==> config.mk <==
export PLATFORM = sky130hd
export DESIGN_NAME = player_jump_ctrl
export DESIGN_NICKNAME = d
export VERILOG_FILES = /design/src/rtl/game_pkg.sv /design/src/rtl/block_overlap_chk.sv /design/src/rtl/player_jump_ctrl.sv
export SDC_FILE = /design/constraint.sdc
export NUM_CORES = 1
export LEC_CHECK = 0
export ABC_AREA = 1
export BUFFER_PORTS_ARGS = -buffer_cell sky130_fd_sc_hd__buf_2
export CORE_ASPECT_RATIO = 1.5
export CORE_MARGIN = 2
export CORE_UTILIZATION = 45
export DETAILED_ROUTE_END_ITERATION = 12
export PLACE_DENSITY = 0.76
export SLEW_MARGIN = 5
export SYNTH_ARGS = -nofsm -noshare
export SYNTH_HDL_FRONTEND = slang
export SYNTH_HIERARCHICAL = 1
export SYNTH_SLANG_ARGS = --single-unit
==> constraint.sdc <==
create_clock -name clk -period 3.13 [get_ports clk]
set_input_delay 0.4695 -clock clk [delete_from_list [all_inputs] [get_ports clk]]
set_output_delay 0.4695 -clock clk [all_outputs]
set_load 0.05 [all_outputs]
==> src/rtl/game_pkg.sv <==
// Shared game constants, state encodings and the jump controller FSM type.
package game_pkg;

    localparam logic [2:0] ST_WAIT = 3'd0;
    localparam logic [2:0] ST_INFO = 3'd1;
    localparam logic [2:0] ST_GAME = 3'd2;
    localparam logic [2:0] ST_WIN  = 3'd3;
    localparam logic [2:0] ST_LOSE = 3'd4;

    localparam int SCR_LEFT   = 200;
    localparam int SCR_RIGHT  = 440;
    localparam int SCR_BOTTOM = 480;

    localparam int BLK_WIDTH  = 32;
    localparam int BLK_HEIGHT = 16;

    localparam logic [2:0] BUMP_NONE  = 3'd0;
    localparam logic [2:0] BUMP_FIXED = 3'd1;

    typedef enum logic [2:0] {
        PJ_IDLE,
        PJ_AIR,
        PJ_SCAN,
        PJ_COMMIT,
        PJ_DEAD
    } pj_state_t;

endpackage

==> src/rtl/block_overlap_chk.sv <==
// Landing test for one block: feet sweep over the block top and the x spans overlap.
module block_overlap_chk #(
    parameter int PLAYER_W = 16,
    parameter int BLK_W    = 32
) (
    input  logic [9:0] player_x,
    input  logic [9:0] player_y,
    input  logic [9:0] cand_y,
    input  logic [9:0] blk_x,
    input  logic [9:0] blk_y,
    output logic       hit
);

    logic [10:0] p_right;
    logic [10:0] b_right;

    assign p_right = {1'b0, player_x} + 11'(PLAYER_W);
    assign b_right = {1'b0, blk_x} + 11'(BLK_W);

    assign hit = (player_y <= blk_y) && (blk_y <= cand_y) &&
                 (p_right > {1'b0, blk_x}) && ({1'b0, player_x} < b_right);

endmodule

==> src/rtl/player_jump_ctrl.sv <==
// Player vertical physics, steering and serial block-landing scan.
// Optional mid-air jump is enabled by defining AIR_JUMP_EN.
module player_jump_ctrl
    import game_pkg::*;
#(
    parameter int NUM_BLK  = 15,
    parameter int JUMP_V   = 12,
    parameter int GRAVITY  = 1,
    parameter int MAX_FALL = 12,
    parameter int BASE_Y   = 400,
    parameter int HOLD_Y   = 120,
    parameter int PLAYER_W = 16,
    parameter int BLK_W    = 32,
    parameter int X_STEP   = 4
) (
    input  logic       clk,
    input  logic       rst,
    input  logic       tick_en,
    input  logic [2:0] state,
    input  logic       btn_left,
    input  logic       btn_right,
    input  logic       btn_jump,
    output logic [3:0] blk_idx,
    input  logic [9:0] blk_x,
    input  logic [9:0] blk_y,
    output logic [9:0] player_x,
    output logic [9:0] player_y,
    output logic [2:0] bump,
    output logic [9:0] movement,
    output logic       hold,
    output logic       fall_out
);

    localparam logic [9:0] X_RST    = 10'd312;
    localparam logic [9:0] Y_RST    = 10'd460;
    localparam logic [9:0] X_MIN    = 10'(SCR_LEFT);
    localparam logic [9:0] X_MAX    = 10'(SCR_RIGHT - PLAYER_W);
    localparam logic [9:0] XS       = 10'(X_STEP);
    localparam logic [9:0] BOTTOM_V = 10'(SCR_BOTTOM);
    localparam logic [9:0] BASE_V   = 10'(BASE_Y);
    localparam logic [9:0] HOLD_V   = 10'(HOLD_Y);
    localparam logic [3:0] LAST_IDX = 4'(NUM_BLK - 1);
    localparam logic signed [5:0] JV_S   = 6'(JUMP_V);
    localparam logic signed [5:0] GR_S   = 6'(GRAVITY);
    localparam logic signed [5:0] MF_NEG = 6'(-MAX_FALL);

    pj_state_t         cur_st, nxt_st;
    logic signed [5:0] vel, vel_n, vdec;
    logic [9:0]        x_n, y_n, x_step, mov_n, win_y, wy_n, cand_y;
    logic [10:0]       cand_full;
    logic [3:0]        idx_n, win_idx, wi_n;
    logic [2:0]        bump_n;
    logic              hold_n, fo_n, win_hit, wh_n, hit;

    // 11-bit intermediate: bit 10 set means the feet went above the screen top.
    assign cand_full = {1'b0, player_y} - {{5{vel[5]}}, vel};
    assign cand_y    = cand_full[10] ? 10'd0 : cand_full[9:0];
    assign vdec      = vel - GR_S;

    always_comb begin
        x_step = player_x;
        if (btn_left && !btn_right)
            x_step = (player_x < X_MIN + XS) ? X_MIN : player_x - XS;
        else if (btn_right && !btn_left)
            x_step = (player_x + XS > X_MAX) ? X_MAX : player_x + XS;
    end

    block_overlap_chk #(.PLAYER_W(PLAYER_W), .BLK_W(BLK_W)) u_chk (
        .player_x (player_x),
        .player_y (player_y),
        .cand_y   (cand_y),
        .blk_x    (blk_x),
        .blk_y    (blk_y),
        .hit      (hit)
    );

`ifdef AIR_JUMP_EN
    logic air_ok, air_ok_n, jmp_last, jmp_last_n;
`else
    logic jump_unused;
    assign jump_unused = btn_jump;
`endif

    always_comb begin
        nxt_st = cur_st;
        x_n    = player_x;
        y_n    = player_y;
        vel_n  = vel;
        idx_n  = blk_idx;
        bump_n = bump;
        mov_n  = movement;
        hold_n = hold;
        fo_n   = 1'b0;
        wh_n   = win_hit;
        wy_n   = win_y;
        wi_n   = win_idx;
`ifdef AIR_JUMP_EN
        air_ok_n   = air_ok;
        jmp_last_n = jmp_last;
`endif
        if (state != ST_GAME) begin
            nxt_st = PJ_IDLE;
            x_n    = X_RST;
            y_n    = Y_RST;
            vel_n  = JV_S;
            idx_n  = 4'd0;
            bump_n = BUMP_NONE;
            mov_n  = 10'd0;
            hold_n = 1'b0;
            wh_n   = 1'b0;
            wy_n   = 10'd0;
            wi_n   = 4'd0;
`ifdef AIR_JUMP_EN
            air_ok_n   = 1'b1;
            jmp_last_n = btn_jump;
`endif
        end else begin
            unique case (cur_st)
                PJ_IDLE: nxt_st = PJ_AIR;
                PJ_AIR: if (tick_en) begin
                    x_n = x_step;
`ifdef AIR_JUMP_EN
                    jmp_last_n = btn_jump;
`endif
                    if (vel > 6'sd0) begin
                        y_n    = cand_y;
                        vel_n  = vdec;
                        hold_n = (cand_y < HOLD_V);
                    end
`ifdef AIR_JUMP_EN
                    else if (btn_jump && !jmp_last && air_ok) begin
                        vel_n    = JV_S;
                        air_ok_n = 1'b0;
                    end
`endif
                    else begin
                        nxt_st = PJ_SCAN;
                        idx_n  = 4'd0;
                        wh_n   = 1'b0;
                    end
                end
                PJ_SCAN: begin
                    // Strict compare keeps the lowest index on equal heights.
                    if (hit && (!win_hit || blk_y < win_y)) begin
                        wh_n = 1'b1;
                        wy_n = blk_y;
                        wi_n = blk_idx;
                    end
                    if (blk_idx == LAST_IDX) nxt_st = PJ_COMMIT;
                    else                     idx_n  = blk_idx + 4'd1;
                end
                PJ_COMMIT: begin
                    idx_n  = 4'd0;
                    nxt_st = PJ_AIR;
                    if (win_hit) begin
                        y_n    = win_y;
                        vel_n  = JV_S;
                        bump_n = BUMP_FIXED;
                        mov_n  = (win_y < BASE_V) ? BASE_V - win_y : 10'd0;
                        hold_n = (win_y < HOLD_V);
`ifdef AIR_JUMP_EN
                        air_ok_n = 1'b1;
`endif
                    end else begin
                        y_n    = cand_y;
                        vel_n  = (vdec < MF_NEG) ? MF_NEG : vdec;
                        bump_n = BUMP_NONE;
                        mov_n  = 10'd0;
                        hold_n = (cand_y < HOLD_V);
                        if (cand_y > BOTTOM_V) begin
                            fo_n   = 1'b1;
                            nxt_st = PJ_DEAD;
                        end
                    end
                end
                PJ_DEAD: ;
                default: nxt_st = PJ_IDLE;
            endcase
        end
    end

    always_ff @(posedge clk) begin
        if (!rst) begin
            cur_st   <= PJ_IDLE;
            player_x <= X_RST;
            player_y <= Y_RST;
            vel      <= JV_S;
            blk_idx  <= 4'd0;
            bump     <= BUMP_NONE;
            movement <= 10'd0;
            hold     <= 1'b0;
            fall_out <= 1'b0;
            win_hit  <= 1'b0;
            win_y    <= 10'd0;
            win_idx  <= 4'd0;
`ifdef AIR_JUMP_EN
            air_ok   <= 1'b1;
            jmp_last <= 1'b0;
`endif
        end else begin
            cur_st   <= nxt_st;
            player_x <= x_n;
            player_y <= y_n;
            vel      <= vel_n;
            blk_idx  <= idx_n;
            bump     <= bump_n;
            movement <= mov_n;
            hold     <= hold_n;
            fall_out <= fo_n;
            win_hit  <= wh_n;
            win_y    <= wy_n;
            win_idx  <= wi_n;
`ifdef AIR_JUMP_EN
            air_ok   <= air_ok_n;
            jmp_last <= jmp_last_n;
`endif
        end
    end

endmodule

# Yosys cells after proc, flatten, opt, wreduce, memory -nomap -nowiden
# Index checks and enable logic that the tools add are counted.
# W data, S select, Z words.
[classes]
add_sub_neg = 8
n_lt_le_gt_ge = 13
n_eq_ne = 12
muxes = 36
n_bitwise = 3
n_reduce_logical = 23
[op_table]
columns = ["cell", "n"]
rows = [
  ["$mux W10", 10],
  ["$mux W6", 4],
  ["$gt A10 B9 Y1 const B", 2],
  ["$le A10 B10 Y1", 2],
  ["$lt A10 B7 Y1 const B", 2],
  ["$pmux W10 S2", 1],
  ["$mux W3", 5],
  ["$pmux W3 S5", 1],
  ["$mux W4", 3],
  ["$ne A2 B2 Y1 const B", 6],
  ["$pmux W4 S3", 1],
  ["$pmux W6 S2", 1],
  ["$reduce_and A4 Y1", 3],
  ["$add A10 B5 Y11 const B", 1],
  ["$add A10 B6 Y11 const B", 1],
  ["$gt A11 B10 Y1", 1],
  ["$lt A10 B11 Y1", 1],
  ["$sub A10 B11 Y11", 1],
  ["$add A10 B3 Y10 const B", 1],
  ["$lt A10 B10 Y1", 1],
  ["$lt A10 B8 Y1 const B", 1],
  ["$lt A10 B9 Y1 const B", 1],
  ["$sub A10 B3 Y10 const B", 1],
  ["$sub A9 B10 Y10 const A", 1],
  ["22 further kinds", 43],
]
[totals]
reg_bits = 59
input_bits = 29
output_inout_bits = 39

# Depth between registers and ports, before layout
# Gate-level depths: netlist (run 1).
[depth]
depth_word = 9
mapped_depth = 28

# Cells and area by module
# The synthesis (run 1) kept the hierarchy.
[modules_own_cells]
columns = ["mod", "instances", "cells_per_inst", "area_each_um2", "seq_area_each_um2"]
rows = [
  ["player_jump_ctrl", 1, 567, 3749.8, 1101.1],
  ["block_overlap_chk", 1, 196, 1179.9, 0.0],
]

# Worst setup path before layout (run 1)
# Ideal clock, no wire load.
[synth_timing]
kind = "register to register"
start = "register player_y[0]"
end = "register win_y[0]"
setup_time_ns = 0.128
t_arrival_ns = 3.446
required_ns = 3.002
setup_slack_ns = -0.444
stages_incl_launch_ff = 27
synth_period_minus_slack_ns = 3.574
cell_sequence = "dfxtp_1 -> inv_1 -> ha_1 -> fa_1 -> inv_1 -> nand3_1 -> nand3_1 -> nand2_1 -> nand2_1 -> inv_1 -> nor2_1 -> inv_1 -> ha_1 -> nand2_1 -> inv_1 -> nand2_1 -> nand2_1 -> nand2_1 -> nand3_1 -> nand2_1 -> nand3_1 -> nor2_1 -> a21boi_1 -> nand2_1 -> clkbuf_1 -> o21ai_0 -> a21oi_1"
[synth_between]
elab_chain_cells = 8
[synth_lines]
columns = ["element", "line_no", "source"]
rows = [
  ["from (decl)", "player_jump_ctrl.sv:27", "output logic [9:0] player_y,"],
  ["from (signal assigned)", "player_jump_ctrl.sv:203", "player_y <= y_n;"],
  ["$sub A10 B11 Y11", "player_jump_ctrl.sv:56", "assign cand_full = {1'b0, player_y} - {{5{vel[5]}}, vel};"],
  ["$mux W10", "player_jump_ctrl.sv:57", "assign cand_y = cand_full[10] ? 10'd0 : cand_full[9:0];"],
  ["net cand_y[5]", "player_jump_ctrl.sv:49", "logic [9:0] x_n, y_n, x_step, mov_n, win_y, wy_n, cand_y;"],
  ["$le A10 B10 Y1", "block_overlap_chk.sv:20", "assign hit = (player_y <= blk_y) && (blk_y <= cand_y) &&"],
  ["$logic_and A1 B1 Y1 (2 in a row)", "block_overlap_chk.sv:20", ""],
  ["$logic_and A1 B1 Y1", "block_overlap_chk.sv:21", "(p_right > {1'b0, blk_x}) && ({1'b0, player_x} < b_right);"],
  ["net hit", "player_jump_ctrl.sv:53", "logic hold_n, fo_n, win_hit, wh_n, hit;"],
  ["$logic_and A1 B1 Y1", "player_jump_ctrl.sv:144", "if (hit && (!win_hit || blk_y < win_y)) begin"],
  ["$reduce_and A2 Y1 (no line)", "n/a", ""],
  ["to (signal assigned)", "player_jump_ctrl.sv:211", "win_y <= wy_n;"],
  ["to (decl)", "player_jump_ctrl.sv:49", ""],
]
# The timed path passes the listed nets, and every way through them passes these cells.
# A chain may end at the register's enable or synchronous reset.

# Worst setup path in the final report (run 1)
[layout_timing]
start = "register vel[5]"
end = "register win_y[9]"
[layout_between]
elab_chain_cells = 8
[layout_lines]
columns = ["element", "line_no", "source"]
rows = [
  ["from (decl)", "player_jump_ctrl.sv:48", "logic signed [5:0] vel, vel_n, vdec;"],
  ["from (signal assigned)", "player_jump_ctrl.sv:204", "vel <= vel_n;"],
  ["$sub A10 B11 Y11", "player_jump_ctrl.sv:56", ""],
  ["$mux W10", "player_jump_ctrl.sv:57", ""],
  ["net cand_y[3]", "player_jump_ctrl.sv:49", ""],
  ["$le A10 B10 Y1", "block_overlap_chk.sv:20", ""],
  ["$logic_and A1 B1 Y1 (2 in a row)", "block_overlap_chk.sv:20", ""],
  ["$logic_and A1 B1 Y1", "block_overlap_chk.sv:21", ""],
  ["net hit", "player_jump_ctrl.sv:53", ""],
  ["$logic_and A1 B1 Y1", "player_jump_ctrl.sv:144", ""],
  ["$reduce_and A2 Y1 (no line)", "n/a", ""],
]
# The timed path passes the listed nets, and every way through them passes these cells.

==> out/results.txt, run 1 <==
From bottom edge to top edge, the die measures 132 um. The final cycle utilization of the critical path was 113%. The worst hold path was traced through 2 stages. Setup repair after global routing could not meet its margin everywhere.

The count of final hold-check violations was 0. The achievable clock frequency is 284 MHz. TritonCTS built the clock tree. The prevailing post-synth register cell was dfxtp_1.

The synthesis-stage register bit count came out at 55. The largest net degree at the start of global routing came out at 28. The run gives 763 as the synthesized instance count.

The final critical path time including I/O delays and setup came out at 3.52 ns. The launching instance or port of the critical path is vel[5]$_SDFFE_PP0P_. The number of buffers inserted by port buffering is 62, and the detailed-route via count is 5560. 68 I/O pins were placed. The checks that failed: negative setup slack. During synthesis, Yosys emitted a total of 6 warnings. The nature of the critical path endpoint is a flip-flop.

For the standard cell core area, the log shows 10600 um2. Counting cells, the worst reg-to-reg path comes to 27. The launch instance of the worst min-delay path was movement[8]$_SDFFE_PP0N_. The tools report the number of antenna violations at the first check in global routing as 0.

After detailed routing, the number of remaining DRC violations is 0. The tools report the area of the die as 11800 um2. The number of antenna diodes in the final layout is 0. The max-cap violation count is 0. The total clock buffers created by CTS is 5. Data on the critical path is required at its endpoint by 3.37 ns.

In the synthesized netlist the async set-or-reset flop fraction comes to 0%. Along the worst path, the maximum fanout reaches 8. The worst slew margin relative to its limit came out at 46.6%. The number of hold buffers added after CTS was 0. After detailed routing, the average wire length per cell comes to 15.3 um. The tools report the critical path startpoint category as a flip-flop. CTS saw 55 sinks.

For the worst setup path, the data arrival time is 3.76 ns. The run gives -0.395 ns as the smallest setup slack after layout. Counting distinct cell types in the post-synthesis netlist gives 48. The first global-routing pass estimated 24500 um of wire.

The H-tree was split into 2 levels. The tools report the floorplan row count as 46. Final core utilization: 62.2%. The reg-to-reg startpoint was vel[5]$_SDFFE_PP0P_. Total power for the finished layout comes to 1.55 mW. After the first detailed-routing iteration, the DRC count stood at 337. Final weighted congestion of routability-driven global placement: 0.920. Once detailed placement completed, the half-perimeter wirelength came to 10900 um.

Setup violations remaining at the end of the flow were counted as 11. The type of the most critical hold path was reg2reg. The cell sitting at the root of the clock tree is a clkbuf_16. Die width: 89.5 um. The flow ran to the end, but the final reports show violations. The post-route netlist has 29.6% of its cells at a drive strength greater than 1. In this run the power density over the cells is 233 nW/um2. The average instance area after synthesis was 6.46 um2; the worst IR drop on VDD was 0.233 mV. The number of global-route vias before repair is 5310, and the setup clock skew after layout is 0.00510 ns. Largest buffer count on any clock path: 2.

The count of nets left with antenna violations once routing finished came out at 0. The first detailed-routing pass ran for 6 iterations. The run gives -4.13 ns as the setup TNS. The logs give -0.308 ns for the worst-case setup slack after placement and 0 for the overflow left after global routing.

The transition at the pin with the smallest max-transition slack was 0.797 ns. The clock edge transition at the registers on the reported setup and hold paths works out to 0.07 ns. The net count of the finished layout was 982; the number of enable-type register cells in the synthesized netlist was 0. Clock latency on the worst-skew pair, taken at its later pin, is 0.30 ns. Dividing the detail-routed via count by the number of cells gives 5.40.

The logs give 22.3% for the sequential element share of the synthesized area and 15800 um for the total detailed-routing wirelength. Total global routing track utilization: 26.1%. Initial core utilization: 46.3%. The worst setup path is of the reg2reg kind.

The final-report max-slew violation count is 0. In this run the cell area of the synthesized design comes to 4930 um2. The leakage power figure is 3.19 nW, and the area added between synthesis and finish is 34.4%.
cells in the final DEF (no fill, tap or decap), types with 7 or more instances in the layout:
master	n
a21oi_1	55
a21oi_2	11
buf_2	62
buf_4	59
dfxtp_1	44
dfxtp_2	9
ha_1	53
ha_4	14
inv_1	114
inv_2	16
nand2_1	154
nand2_2	22
nand2_4	7
nand3_1	39
nand4_1	11
nor2_1	51
nor2_2	11
nor2_4	8
nor3_1	7
o21ai_0	26
o21ai_2	8
xor2_1	15
path summary, 6_finish.rpt:
path	to	slack, ns
min reg2reg	movement[8]$_SDFFE_PP0N_	0.47
max	win_y[9]$_SDFFE_PP0P_	-0.39
min	movement[8]$_SDFFE_PP0N_	0.47
max reg2reg	win_y[9]$_SDFFE_PP0P_	-0.39
cells by family after synthesis:
group	synth area share, %
flip-flops	22.3
AND/OR/NAND/NOR	28.3
AO/OA/AOI/OAI	16.0
XOR/XNOR	4.09
other	0.0761
buffers and inverters	11.9
adder cells (fa/ha/maj)	17.4
critical path, stage by stage, from the launching register on:
cell      delay (ns)
dfxtp_4         0.39
clkinv_8        0.09
ha_4            0.27
nand2_4         0.07
inv_2           0.04
nand2_1         0.07
nand2_2         0.07
nand2_2         0.08
nand4_1         0.14
nand2_4         0.16
clkinv_8        0.11
nor2_4          0.15
inv_2           0.06
ha_4            0.24
nand2_2         0.06
nand2_2         0.06
nand2_2         0.06
nand2_1         0.05
nand2_1         0.05
nand3_1         0.08
nand2_1         0.11
nand3_2         0.13
nor2_4          0.16
a21boi_4        0.24
nand2_4         0.10
buf_6           0.16
buf_16          0.13
a21oi_1         0.13
power by group:
part           internal, mW  switching, mW
registers             0.698        0.00112
logic                0.0786          0.129
clock network         0.367          0.273
cells in the mapped netlist, types with 3 or more instances:
master | count | share of area, %
a21oi_1 | 67 | 6.8
inv_2 | 6 | 0.46
buf_4 | 4 | 0.61
a31oi_1 | 5 | 0.63
nand4_1 | 11 | 1.4
clkbuf_1 | 10 | 0.76
xor2_1 | 17 | 3.0
o211ai_1 | 4 | 0.61
ha_1 | 67 | 17
nand2_1 | 181 | 14
xnor2_1 | 6 | 1.1
nor3_1 | 7 | 0.71
nor2_2 | 7 | 0.89
inv_1 | 126 | 9.6
nand3b_1 | 5 | 0.76
nor2_1 | 63 | 4.8
nand3_1 | 43 | 4.4
dfxtp_1 | 55 | 22
a211oi_1 | 5 | 0.76
o21ai_0 | 37 | 3.8
a21o_1 | 3 | 0.46
flip-flops by register name, summed over array words and instances, names as in the netlist:
| register | flops |
|---|---|
| blk_idx | 4 |
| bump | 1 |
| cur_st | 3 |
| fall_out | 1 |
| hold | 1 |
| movement | 10 |
| player_x | 8 |
| player_y | 10 |
| vel | 6 |
| win_hit | 1 |
| win_y | 10 |
cell type report:
cell class,instances,area [um2]
Multi-Input combinational cell,562,3770
Fill cell,929,4020
Inverter,134,528
Clock inverter,1,5.00
Tap cell,144,180
Timing Repair Buffer,127,862
Clock buffer,7,164
Sequential cell,55,1120
per-layer routing:
| layer | GRT usage (%) | part of all wire (%) | vias up |
|---|---|---|---|
| met3 | 3.19 | 5.2 | 60 |
| met2 | 47.9 | 53 | 226 |
| li1 | - | - | 2715 |
| met1 | 27.2 | 36 | 2559 |
| met5 | 0 | 0 | - |
| met4 | 14.9 | 5.6 | 0 |
metrics by stage:
stage / instance area [um2] / std cells / hold WS (ns)
2_1_floorplan: 4990 / 768 / 0.470
3_3_place_gp: 5830 / 1013 / 0.452
3_5_place_dp: 5830 / 1013 / 0.455
4_1_cts: 6480 / 1029 / 0.466
5_1_grt: 6630 / 1030 / 0.496
6_report: 6630 / 1030 / 0.468
what timing repair did:
action,in CTS,in global routing
gates resized for setup,89,44
pin swaps,18,33
cloned,3,0
setup buffers,6,2
setup endpoints to repair,11,11
(Power assumes the default switching activity.)
==> run 2: changes to the inputs <==
--- a/config.mk
+++ b/config.mk
@@ -7,7 +7,6 @@
 export LEC_CHECK = 0
 export ABC_AREA = 1
 export BUFFER_PORTS_ARGS = -buffer_cell sky130_fd_sc_hd__buf_2
-export CORE_ASPECT_RATIO = 1.5
 export CORE_MARGIN = 2
 export CORE_UTILIZATION = 45
 export DETAILED_ROUTE_END_ITERATION = 12
==> run 2 against run 1 <==
  * The flow still finishes with violations (negative setup slack)
  * Global-route usage decreased by 1.8 points
  * Cell area decreased by 3.8%
  * Largest power group unchanged
  * Wire length decreased by 9.5%
  * Sequential share of layout area increased by 0.67 points
  * Non-clock buffer count decreased by 4
  * Combinational power decreased by 5%
  * Utilization decreased by 2.9 points
  * Highest routed layer unchanged
  * Die area decreased by 0.15%
  * Flip-flop and latch count unchanged
==> out/results.txt, run 2 (synthesis gave the netlist of run 1 again) <==
Setup repair after global routing could not meet its margin everywhere. The run gives 10500 um (was 10900 um) as the final HPWL from detailed placement. The number of I/O pins was 68 (unchanged). The final core utilization came out at 59.3% (was 62.2%). The logs give 3.10 nW (was 3.19 nW) for the leakage power figure and 0 (unchanged) for the remaining number of nets flagged by the antenna check after routing. The tools report the nature of the critical path endpoint as a flip-flop (unchanged).

The clock edge transition at the registers on the reported setup and hold paths was 0.11 ns (was 0.07 ns); the largest net degree at the start of global routing was 28 (unchanged). The total global routing track utilization is 24.3% (was 26.1%). The post-route DRC violation count is 0 (unchanged), and the logic depth of the worst register-to-register path is 24 (was 27). The violation count after the first detailed-routing iteration was 414 (was 337); the total buffers and inverters traversed by the critical path was 5 (was 6). The tools report the buffer type at the clock tree root as clkbuf_8 (was clkbuf_16). The count of antenna diodes in the layout was 0 (unchanged). Regs by FF count: movement x10, player_y x10, win_y x10 (unchanged).

The initial core utilization came out at 45.9% (was 46.3%). TritonCTS built the clock tree. The detailed-route via count came out at 5352 (was 5560).

The final-report max-slew violation count was 0 (unchanged). The number of global-route vias before repair was 5004 (was 5310); the instance count on the critical path was 24 (was 27). The share of post-route cells with drive strength above 1 is 25.5% (was 29.6%), and the area of the die is 11800 um2 (about the same). The setup clock skew after layout was 0.00771 ns (was 0.00510 ns); the peak per-stage delay on the critical path was 0.38 ns (was 0.39 ns). The mean number of vias per cell came out at 5.24 (was 5.40).

Final critical path time including I/O delays and setup: 3.37 ns (was 3.52 ns). The net count of the finished layout was 978 (was 982); the post-cts hold buffer count was 0 (unchanged). The total detailed-routing wirelength is 14300 um (was 15800 um). The worst IR drop on VDD was 0.174 mV (was 0.233 mV); the area added between synthesis and finish was 29.3% (was 34.4%). Traced cell by cell, the critical path runs through inv_4 > ha_4 > fa_2 > inv_2 > nand3_2 > nand2_4 > nand2_2 > nand3b_1 > nand2_2 > nor2_4 > inv_1 > ha_1 > nand2_2 > nor2_4 > nand3_1 > nand3_1 > nand2_1 > nand3_1 > nor2_2 > a21boi_4 > nand2_4 > buf_6 > buf_16 > a21oi_2.

The arrival time at the worst endpoint is 3.63 ns (was 3.76 ns), and the die width is 109 um (was 89.5 um). The tools report the smallest setup slack after layout as -0.242 ns (was -0.395 ns). The worst-case hold slack was 0.453 ns (was 0.468 ns). Count of final hold-check violations: 0 (unchanged). The run gives 5 (unchanged) as the total clock buffers created by CTS. The kind of critical path is reg2reg (unchanged). The type of the most critical hold path is reg2reg (unchanged). The number of antenna violations at the first check in global routing is 0 (unchanged), and the floorplan row count is 38 (was 46). Number of instances on the worst hold path: 2 (unchanged). The tools report the final weighted congestion of routability-driven global placement as 0.945 (was 0.920). The family with the most delay on the worst path was simple AND/OR/NAND/NOR gates (unchanged).

The logs give 297 MHz (was 284 MHz) for the achievable clock frequency and 2 (unchanged) for the largest buffer count on any clock path. The tools report the standard cell core area as 10700 um2 (was 10600 um2). Final cycle utilization of the critical path: 108% (was 113%).

Violations in the final reports: negative setup slack (unchanged). Highest-count cells in the layout ignoring fill and taps: nand2_1, inv_1, buf_2, a21oi_1, buf_4 (was nand2_1, inv_1, buf_2, buf_4, a21oi_1). Count of TritonRoute iterations in the first routing pass: 8 (was 6).

Slowest stage cell on the critical path: dfxtp_4 (unchanged). The most common library cell in the layout ignoring fill and taps was nand2_1 (unchanged). Worst slew margin relative to its limit: 44.6% (was 46.6%). The run finished, with violations left.

The overflow left after global routing was 0 (unchanged); the height of the chip was 109 um (was 132 um). The detail-routed net length per standard cell was 14.0 um (was 15.3 um). The first-pass GRT wire length is 22900 um (was 24500 um). The logs give 2 (unchanged) for the number of H-tree levels and 0 (unchanged) for the max-cap violation count. The transition at the pin with the smallest max-transition slack is 0.826 ns (was 0.797 ns), and the total setup violations reported at the end of the flow is 11 (unchanged). The tools report the critical path startpoint category as a flip-flop (unchanged).

The clock latency at the later pin of the worst-skew pair was 0.32 ns (was 0.30 ns). The number of buffers inserted by port buffering was 62 (unchanged); the critical path data required time was 3.39 ns (was 3.37 ns). Number of clock sinks: 55 (unchanged).

The largest driver fanout on the critical path came out at 10 (was 8). The cell area power density was 209 nW/um2 (was 233 nW/um2).
## run 2: changes by cell type in the layout (fill, tap and decap cells not counted), moves of 5 or more
cell and delta:
clkbuf_16 -6, inv_2 -5, nand2_1 +15, nand2_2 -11
o21ai_1 +6, o21ai_2 -8
## run 2: cell type report
type / instances / area [um2]
fill: 998 / 4370
clock inverter: 3 / 27.5
clock buffer: 5 / 68.8
inverter: 134 / 520
timing repair buffer: 123 / 825
tap: 140 / 175
sequential: 55 / 1120
multi-input combinational: 562 / 3640
## run 2: worst paths after layout
check,from,to,slack [ns]
worst max-delay path,player_y[0]$_SDFFE_PP0P_,win_y[4]$_SDFFE_PP0P_,-0.24
worst min-delay path,movement[9]$_SDFFE_PP0N_,movement[9]$_SDFFE_PP0N_,0.45
worst min register to register,movement[9]$_SDFFE_PP0N_,movement[9]$_SDFFE_PP0N_,0.45
worst max register to register,player_y[0]$_SDFFE_PP0P_,win_y[4]$_SDFFE_PP0P_,-0.24
## run 2: stage by stage
| stage | setup TNS (ns) | power (mW) | std cells | cell area [um2] | worst slack (ns) |
|---|---|---|---|---|---|
| 4_1_cts | -1.94 | 1.33 | 1020 | 6290 | -0.186 |
| 3_5_place_dp | -3.58 | 0.895 | 1006 | 5800 | -0.339 |
| 6_report | -2.53 | 1.33 | 1022 | 6370 | -0.242 |
| 3_3_place_gp | -2.68 | 0.892 | 1006 | 5800 | -0.253 |
| 2_1_floorplan | 0 | 0.840 | 768 | 4990 | 0.00903 |
| 5_1_grt | -4.17 | 1.39 | 1022 | 6370 | -0.397 |
## run 2: repair_timing
action,in CTS,in global routing
endpoints found under the setup margin,11,11
pin swaps,5,4
resized for setup,64,24
gates cloned,2,0
setup buffers,4,2
## run 2: layer usage
metal,wire length [um],share of wire (%),track usage (%)
met5,0,0,0
met4,527,3.7,9.43
met3,954,6.7,4.24
met2,6650,47,42.1
met1,6150,43,30.1
## run 2: where the power goes
part | total (mW) | internal [mW] | switching [mW]
Sequential | 0.699 | 0.698 | 0.00100
Clock | 0.433 | 0.167 | 0.266
Combinational | 0.198 | 0.0760 | 0.122
Total | 1.33 | 0.941 | 0.389
## run 2: worst register-to-register path, delay by kind of cell (launching register included)
family                     cells  cell delay, ns
adders and majority gates      3            0.80
and+or+nand+nor               14            1.29
AOI/OAI and AO/OA              2            0.37
DFF                            1            0.38
buffers and inverters          5            0.48
